$ cat src/rtl/addr_sel_pkg.sv
// addr_sel_pkg: shared constants, types and helpers for the register-address
// selector (addr_sel_arb) and its grant logic (addr_sel_rr_arb).
package addr_sel_pkg;

  localparam int AW_DEF    = 3;
  localparam int N_SRC_MAX = 8;

  typedef logic [AW_DEF-1:0] rf_addr_t;

  // Output register stage occupancy.
  typedef enum logic {
    ST_EMPTY = 1'b0,
    ST_FULL  = 1'b1
  } out_state_t;

  // Index width for n sources; never narrower than one bit.
  function automatic int idx_w(input int n);
    return (n <= 2) ? 1 : $clog2(n);
  endfunction

endpackage

$ cat src/rtl/addr_sel_rr_arb.sv
// addr_sel_rr_arb: one-hot grant from a request vector. Fixed priority
// (index 0 highest) when RR_MODE=0, otherwise round-robin starting at rr_ptr.
// rr_ptr moves to one past the granted index whenever adv is high.
module addr_sel_rr_arb
  import addr_sel_pkg::*;
#(
  parameter int N_SRC   = 2,
  parameter int RR_MODE = 0,
  localparam int IW     = idx_w(N_SRC)
) (
  input  logic             clk,
  input  logic             rst,
  input  logic [N_SRC-1:0] req,
  input  logic             adv,
  output logic [N_SRC-1:0] gnt,
  output logic [IW-1:0]    gnt_idx
);

  logic [IW-1:0] rr_ptr;
  logic          found;

  // Scan the requests starting at rr_ptr (or at 0 for fixed priority); first hit wins.
  always_comb begin
    gnt     = '0;
    gnt_idx = '0;
    found   = 1'b0;
    for (int k = 0; k < N_SRC; k++) begin
      int cand;
      cand = (RR_MODE != 0) ? int'(rr_ptr) + k : k;
      if (cand >= N_SRC) cand = cand - N_SRC;
      if (!found && req[cand]) begin
        found     = 1'b1;
        gnt[cand] = 1'b1;
        gnt_idx   = IW'(cand);
      end
    end
  end

  // Round-robin pointer: step past the winner on each advancing grant, wrap at N_SRC.
  always_ff @(posedge clk or posedge rst) begin
    if (rst) begin
      rr_ptr <= '0;
    end else if ((RR_MODE != 0) && adv) begin
      if (int'(gnt_idx) == N_SRC - 1) rr_ptr <= '0;
      else                            rr_ptr <= gnt_idx + 1'b1;
    end
  end

endmodule

$ cat src/rtl/addr_sel_arb.sv
// addr_sel_arb: N-source register-address selector with a single registered
// output stage and valid/ready handshake on both sides.
// Optional feature macro: ADDR_SEL_LOCK_EN adds src_lock, which pins the grant
// to the most recently accepted source and freezes the round-robin pointer.
module addr_sel_arb
  import addr_sel_pkg::*;
#(
  parameter int N_SRC   = 2,
  parameter int AW      = AW_DEF,
  parameter int RR_MODE = 0,
  localparam int IW     = idx_w(N_SRC)
) (
  input  logic                clk,
  input  logic                rst,
  input  logic [N_SRC-1:0]    src_valid,
  input  logic [N_SRC*AW-1:0] src_addr,
  output logic [N_SRC-1:0]    src_ready,
  input  logic                out_ready,
`ifdef ADDR_SEL_LOCK_EN
  input  logic                src_lock,
`endif
  output logic                out_valid,
  output logic [AW-1:0]       out_addr,
  output logic [IW-1:0]       out_src
);

  out_state_t       state, state_next;
  logic [N_SRC-1:0] req;
  logic [N_SRC-1:0] gnt;
  logic [IW-1:0]    gnt_idx;
  logic             can_load;
  logic             accept;
  logic             adv;
  logic [AW-1:0]    addr_arr [N_SRC];

  genvar gi;
  generate
    for (gi = 0; gi < N_SRC; gi++) begin : g_unpack
      assign addr_arr[gi] = src_addr[gi*AW +: AW];
    end
  endgenerate

  // out_ready only reaches src_ready through can_load; outputs are all registered.
  assign out_valid = (state == ST_FULL);
  assign can_load  = (state == ST_EMPTY) || out_ready;
  assign src_ready = gnt & {N_SRC{can_load}};
  assign accept    = |src_ready;

`ifdef ADDR_SEL_LOCK_EN
  logic [IW-1:0] last_grant;

  // While locked only the last accepted source may request; pointer stays put.
  assign req = src_lock ? (src_valid & (N_SRC'(1) << last_grant)) : src_valid;
  assign adv = accept & ~src_lock;

  // Remember which source was accepted most recently.
  always_ff @(posedge clk or posedge rst) begin
    if (rst)         last_grant <= '0;
    else if (accept) last_grant <= gnt_idx;
  end
`else
  assign req = src_valid;
  assign adv = accept;
`endif

  addr_sel_rr_arb #(
    .N_SRC   (N_SRC),
    .RR_MODE (RR_MODE)
  ) u_arb (
    .clk     (clk),
    .rst     (rst),
    .req     (req),
    .adv     (adv),
    .gnt     (gnt),
    .gnt_idx (gnt_idx)
  );

  // Output stage occupancy register.
  always_ff @(posedge clk or posedge rst) begin
    if (rst) state <= ST_EMPTY;
    else     state <= state_next;
  end

  // Fill on accept; drain when the consumer takes the entry and nothing replaces it.
  always_comb begin
    state_next = state;
    case (state)
      ST_EMPTY: if (accept)               state_next = ST_FULL;
      ST_FULL:  if (out_ready && !accept) state_next = ST_EMPTY;
      default:                            state_next = ST_EMPTY;
    endcase
  end

  // Capture the granted address and source index; hold them otherwise.
  always_ff @(posedge clk or posedge rst) begin
    if (rst) begin
      out_addr <= '0;
      out_src  <= '0;
    end else if (accept) begin
      out_addr <= addr_arr[gnt_idx];
      out_src  <= gnt_idx;
    end
  end

endmodule

$ cat config.mk
export PLATFORM = sky130hd
export DESIGN_NAME = addr_sel_arb
export DESIGN_NICKNAME = d
export VERILOG_FILES = /design/src/rtl/addr_sel_pkg.sv /design/src/rtl/addr_sel_rr_arb.sv /design/src/rtl/addr_sel_arb.sv
export SDC_FILE = /design/constraint.sdc
export NUM_CORES = 1
export LEC_CHECK = 0
export ABC_AREA = 1
export ABC_CLOCK_PERIOD_IN_PS = 1100
export CORE_AREA = 2 2 39 41
export CTS_CLUSTER_DIAMETER = 80
export DETAILED_ROUTE_END_ITERATION = 10
export DIE_AREA = 0 0 41 43
export MAX_ROUTING_LAYER = met4
export PLACE_DENSITY = 0.55
export SETUP_SLACK_MARGIN = 0.05
export SLEW_MARGIN = 20
export SYNTH_ARGS = -nofsm -noshare
export SYNTH_HDL_FRONTEND = slang
export SYNTH_SLANG_ARGS = --single-unit
$ cat constraint.sdc
create_clock -name clk -period 1.1 [get_ports clk]
set_input_delay 0.11 -clock clk [delete_from_list [all_inputs] [get_ports clk]]
set_output_delay 0.11 -clock clk [all_outputs]
set_load 0.03 [all_outputs]
-- Word-level counts from Yosys, hierarchy flattened
Cells that the tools add are included.
- order comparisons: 1
- reductions and logical operators: 6
- multiplexer cells: 8
- bitwise operators: 3
- operators with widths (operator ; number):
    $mux 3 ; 3
    $mux 1 ; 4
    $and 2x2->2 ; 1
    $ge 2x2->1 const B ; 1
    $logic_and 1x1->1 ; 2
    $logic_not 1->1 ; 2
    $not 1->2 ; 1
    $pmux 1 s2 ; 1
    $reduce_or 2->1 ; 1
    $logic_or 1x1->1 ; 1
    $not 1->1 ; 1
- register bits after elaboration: 5

-- Depth between registers and ports, before layout
- depth in word-level cells: 10
- gate-level depth with buffers: 6
- depth with buffers taken out: 6

-- Cells and area by module
From an unflattened synthesis, not the netlist that was laid out.
- cells, all modules: 40
- area total of the unflattened synthesis: 295.3 um^2
- by module, submodules not included (module ; area an instance (um^2) ; cells an instance ; instances):
    addr_sel_arb ; 270.3 ; 36 ; 1
    addr_sel_rr_arb ; 25.0 ; 4 ; 1

-- Least setup slack after synthesis
Ideal clock, no wire load.
- path kind: reg-to-output
- start point: reg state, in the netlist out_valid
- end point: out src_ready[0]
- slack: -49 ps
- stages on the path, launching flop included: 2
- path buffers: 0
- data arrival time: 1039 ps
- cells stage by stage: dfrtp_1 -> a21oi_1
- longest elaborated chain between the ends: 3
- ends and longest elaborated chain (what ; line ; source):
    start, declared ; addr_sel_arb.sv:27 ; out_state_t state, state_next;
    start signal, assigned ; addr_sel_arb.sv:81 ; else state <= state_next;
    $not 1->1 ; -- ;
    $logic_or 1x1->1 ; addr_sel_arb.sv:45 ; assign can_load = (state == ST_EMPTY) || out_ready;
    $and 2x2->2 ; addr_sel_arb.sv:46 ; assign src_ready = gnt & {N_SRC{can_load}};
    end, declared ; addr_sel_arb.sv:17 ; output logic [N_SRC-1:0] src_ready,
No other way between the ends.

-- Worst setup path in the final report
- start point: reg state, in the netlist out_valid
- end point: out src_ready[1]
The elaborated chain is that of the path after synthesis.

==> flow_summary_export.csv <==
group,metric,value,unit
status,run_status,"complete, but fails checks",
status,violations,"setup timing",
detailed_routing,drt_iter0_drc,0,
sta,rsz0062_at_grt,"true",
detailed_routing,via_count,304,
placement,gp_congestion,0.7020,
sta,finalClockSkew,0.001611,ns
global_route,grt_max_degree,6,
finish,finalInstanceArea,548.0,um2
finish,layout_common_cells,"18 x nand2_1, 10 x buf_4, 7 x clkdlybuf4s50_1, 4 x dfrtp_1",
global_route,grt_pass1_wl,1.090,mm
yosys,yosys_warnings,0,
cts,clockRootBuffer,"clkbuf_4",
yosys,syn_nets,47,
yosys,syn_inst,36,
finish,fin_nets,75,
finish,final_common_cell,"nand2_1",
cts,clock_path_buffers,2,
global_route,grt_pass1_vias,298,
cts,numCtsBuffers,3,
yosys,yosysSeqAreaShare,0.4762,
die,die_w,41,um
cts,cts_max_level,1,
die,num_rows,14,
finish,fin_util,0.3960,
critical_path,crit_fanout,3,
global_route,gr-max-usage-layer,"met2",
global_route,grt_overflow,0,
critical_path,worstPathRequired,0.99,ns
detailed_routing,first_pass_iters,1,
cts,clkLatencyLatePin,0.24,ns
placement,io_buffers,17,
detailed_routing,wl_per_cell,8.329,um
global_route,grt_use_met3,0,
cts,cts_sinks,5,
sta,slew_headroom,0.8059,
global_route,antenna_found_initial,0,
sta,drv_slew,0,
die,fp.coreArea,1384,um2
sta,setup_ws,-0.003811,ns
placement,dpl-instance-area,475.5,um2
sta,setup_viol,1,
worst_hold_path,hold_path.class,"in2async",
sta,hold_viol,0,
detailed_routing,totalWireLength,658,um
die,die_area,1763,um2
power_and_ir_drop,p_leak,0.2922,nW
cts,cts_tree,"built",
die,io_pins,18,
critical_path,worst-setup-path-type,"reg2out",
finish,drive_gt1_frac,0.3968,
yosys,synth_seq_cells,5,
power_and_ir_drop,ir_drop,322.5,uV
critical_path,worstPathArrival,0.99,ns
die,start_util,0.1899,
global_route,use_met2,0.1313,
yosys,syn-cell-area,262.8,um2
sta,worst_slew_pin_slew,0.2911,ns
detailed_routing,drc_errors,0,
sta,fin_crit_sh,1.003,
yosys,avgSynthCellArea,7.299,um2
detailed_routing,ant_nets,0,
critical_path,cp-start-kind,"flop",
global_route,use_met1,0.1129,
die,die_y,43,um
power_and_ir_drop,p_per_area,1273,nW/um2
yosys,synthDistinctLibCells,8,
finish,area.growth.synth_to_final,108.6,%
flow_run,cap_violations,0,
finish,n_fill_cell,148,
sta,fmax,906.0,MHz
critical_path,crit_path_end_kind,"output pin",
detailed_routing,via_per_inst,3.848,
sta,period_needed,1.104,ns
cts,clk_pin_slew_worst_paths,0.04,ns
finish,n_antenna_cell,0,
sta,final.setup.tns,-0.003811,ns
global_route,gr-usage-all-layers,0.09784,
[through the flow]
stage	setup WS [ns]	std cells	total power, mW	hold slack, ns
2_1_floorplan	0.1064	36	0.3489	-0.1115
3_3_place_gp	-0.08702	72	0.4715	0.3239
3_5_place_dp	-0.09875	72	0.4723	0.3217
4_1_cts	-0.01338	79	0.7099	0.06845
5_1_grt	-0.04254	79	0.7407	0.09574
6_report	-0.003811	79	0.6977	0.06818
[cells by family after synthesis]
group | after synthesis | synth area share
compound gates | 2 | 0.08095
flops | 5 | 0.4762
buf+inv | 5 | 0.07140
simple gates | 24 | 0.3715
[worst max-delay path: stages (launching register included)]
cell and delay (ns):
dfrtp_2 0.43, nand2_4 0.08, nand3_4 0.06, inv_2 0.06, buf_6 0.12
[synth_stat cells, drive strengths merged]
master	n	area, um2
o21ai	1	16.27
dfrtp	5	125.1
nand2	20	77.58
inv	5	18.76
nand3	4	20.02
a21oi	1	5.000
[area by class of cell]
| cell class | instances | area [um2] | area share |
|---|---|---|---|
| inverters | 5 | 18.77 | 0.03425 |
| clock buffers | 4 | 26.28 | 0.04795 |
| repair buffers | 23 | 214.0 | 0.3904 |
| flip-flops and latches | 5 | 126.4 | 0.2306 |
| multi-input cells | 26 | 142.6 | 0.2603 |
| well taps | 16 | 20.02 | 0.03653 |
[final timing paths]
| path | startpoint | endpoint | slack, ns | cells after the start |
|---|---|---|---|---|
| max in group asynchronous | rst | out_valid$_DFF_PP0_ | 0.85 | 2 |
| hold / removal | rst | out_addr[0]$_DFFE_PP0P_ | 0.07 | 2 |
| setup / recovery | out_valid$_DFF_PP0_ | src_ready[1] | -0.004 | 4 |
| hold reg to reg | out_src$_DFFE_PP0P_ | out_src$_DFFE_PP0P_ | 0.47 | 2 |
| min in group clk | out_ready | out_valid$_DFF_PP0_ | 0.41 | 5 |
| setup reg to reg | out_valid$_DFF_PP0_ | out_addr[1]$_DFFE_PP0P_ | 0.07 | 6 |
[state kept, by name, indices dropped and copies added, names as in the netlist]
register / count
out_addr: 3
out_valid: 1
out_src: 1
[per-layer routing]
layer	vias to the layer above	routed length, um
met5	-	0
met4	0	0
met3	0	40
met2	11	378
met1	129	240
li1	164	-
[report_power, final]
part | leakage [nW] | total (mW) | internal (mW) | switching, mW
Combinational | 0.218 | 0.259 | 0.122 | 0.137
Sequential | 0.0597 | 0.230 | 0.212 | 0.0180
Clock | 0.0150 | 0.209 | 0.137 | 0.0718
[what timing repair did]
| item | 4_1_cts | 5_1_grt |
|---|---|---|
| buffers inserted | 3 | 0 |
| hold buffers | 0 | 0 |
| pin swaps | 2 | 0 |
| endpoints found under the setup margin | 2 | 3 |
| gates resized for setup | 9 | 1 |
Power figures use the tool's default switching activity.
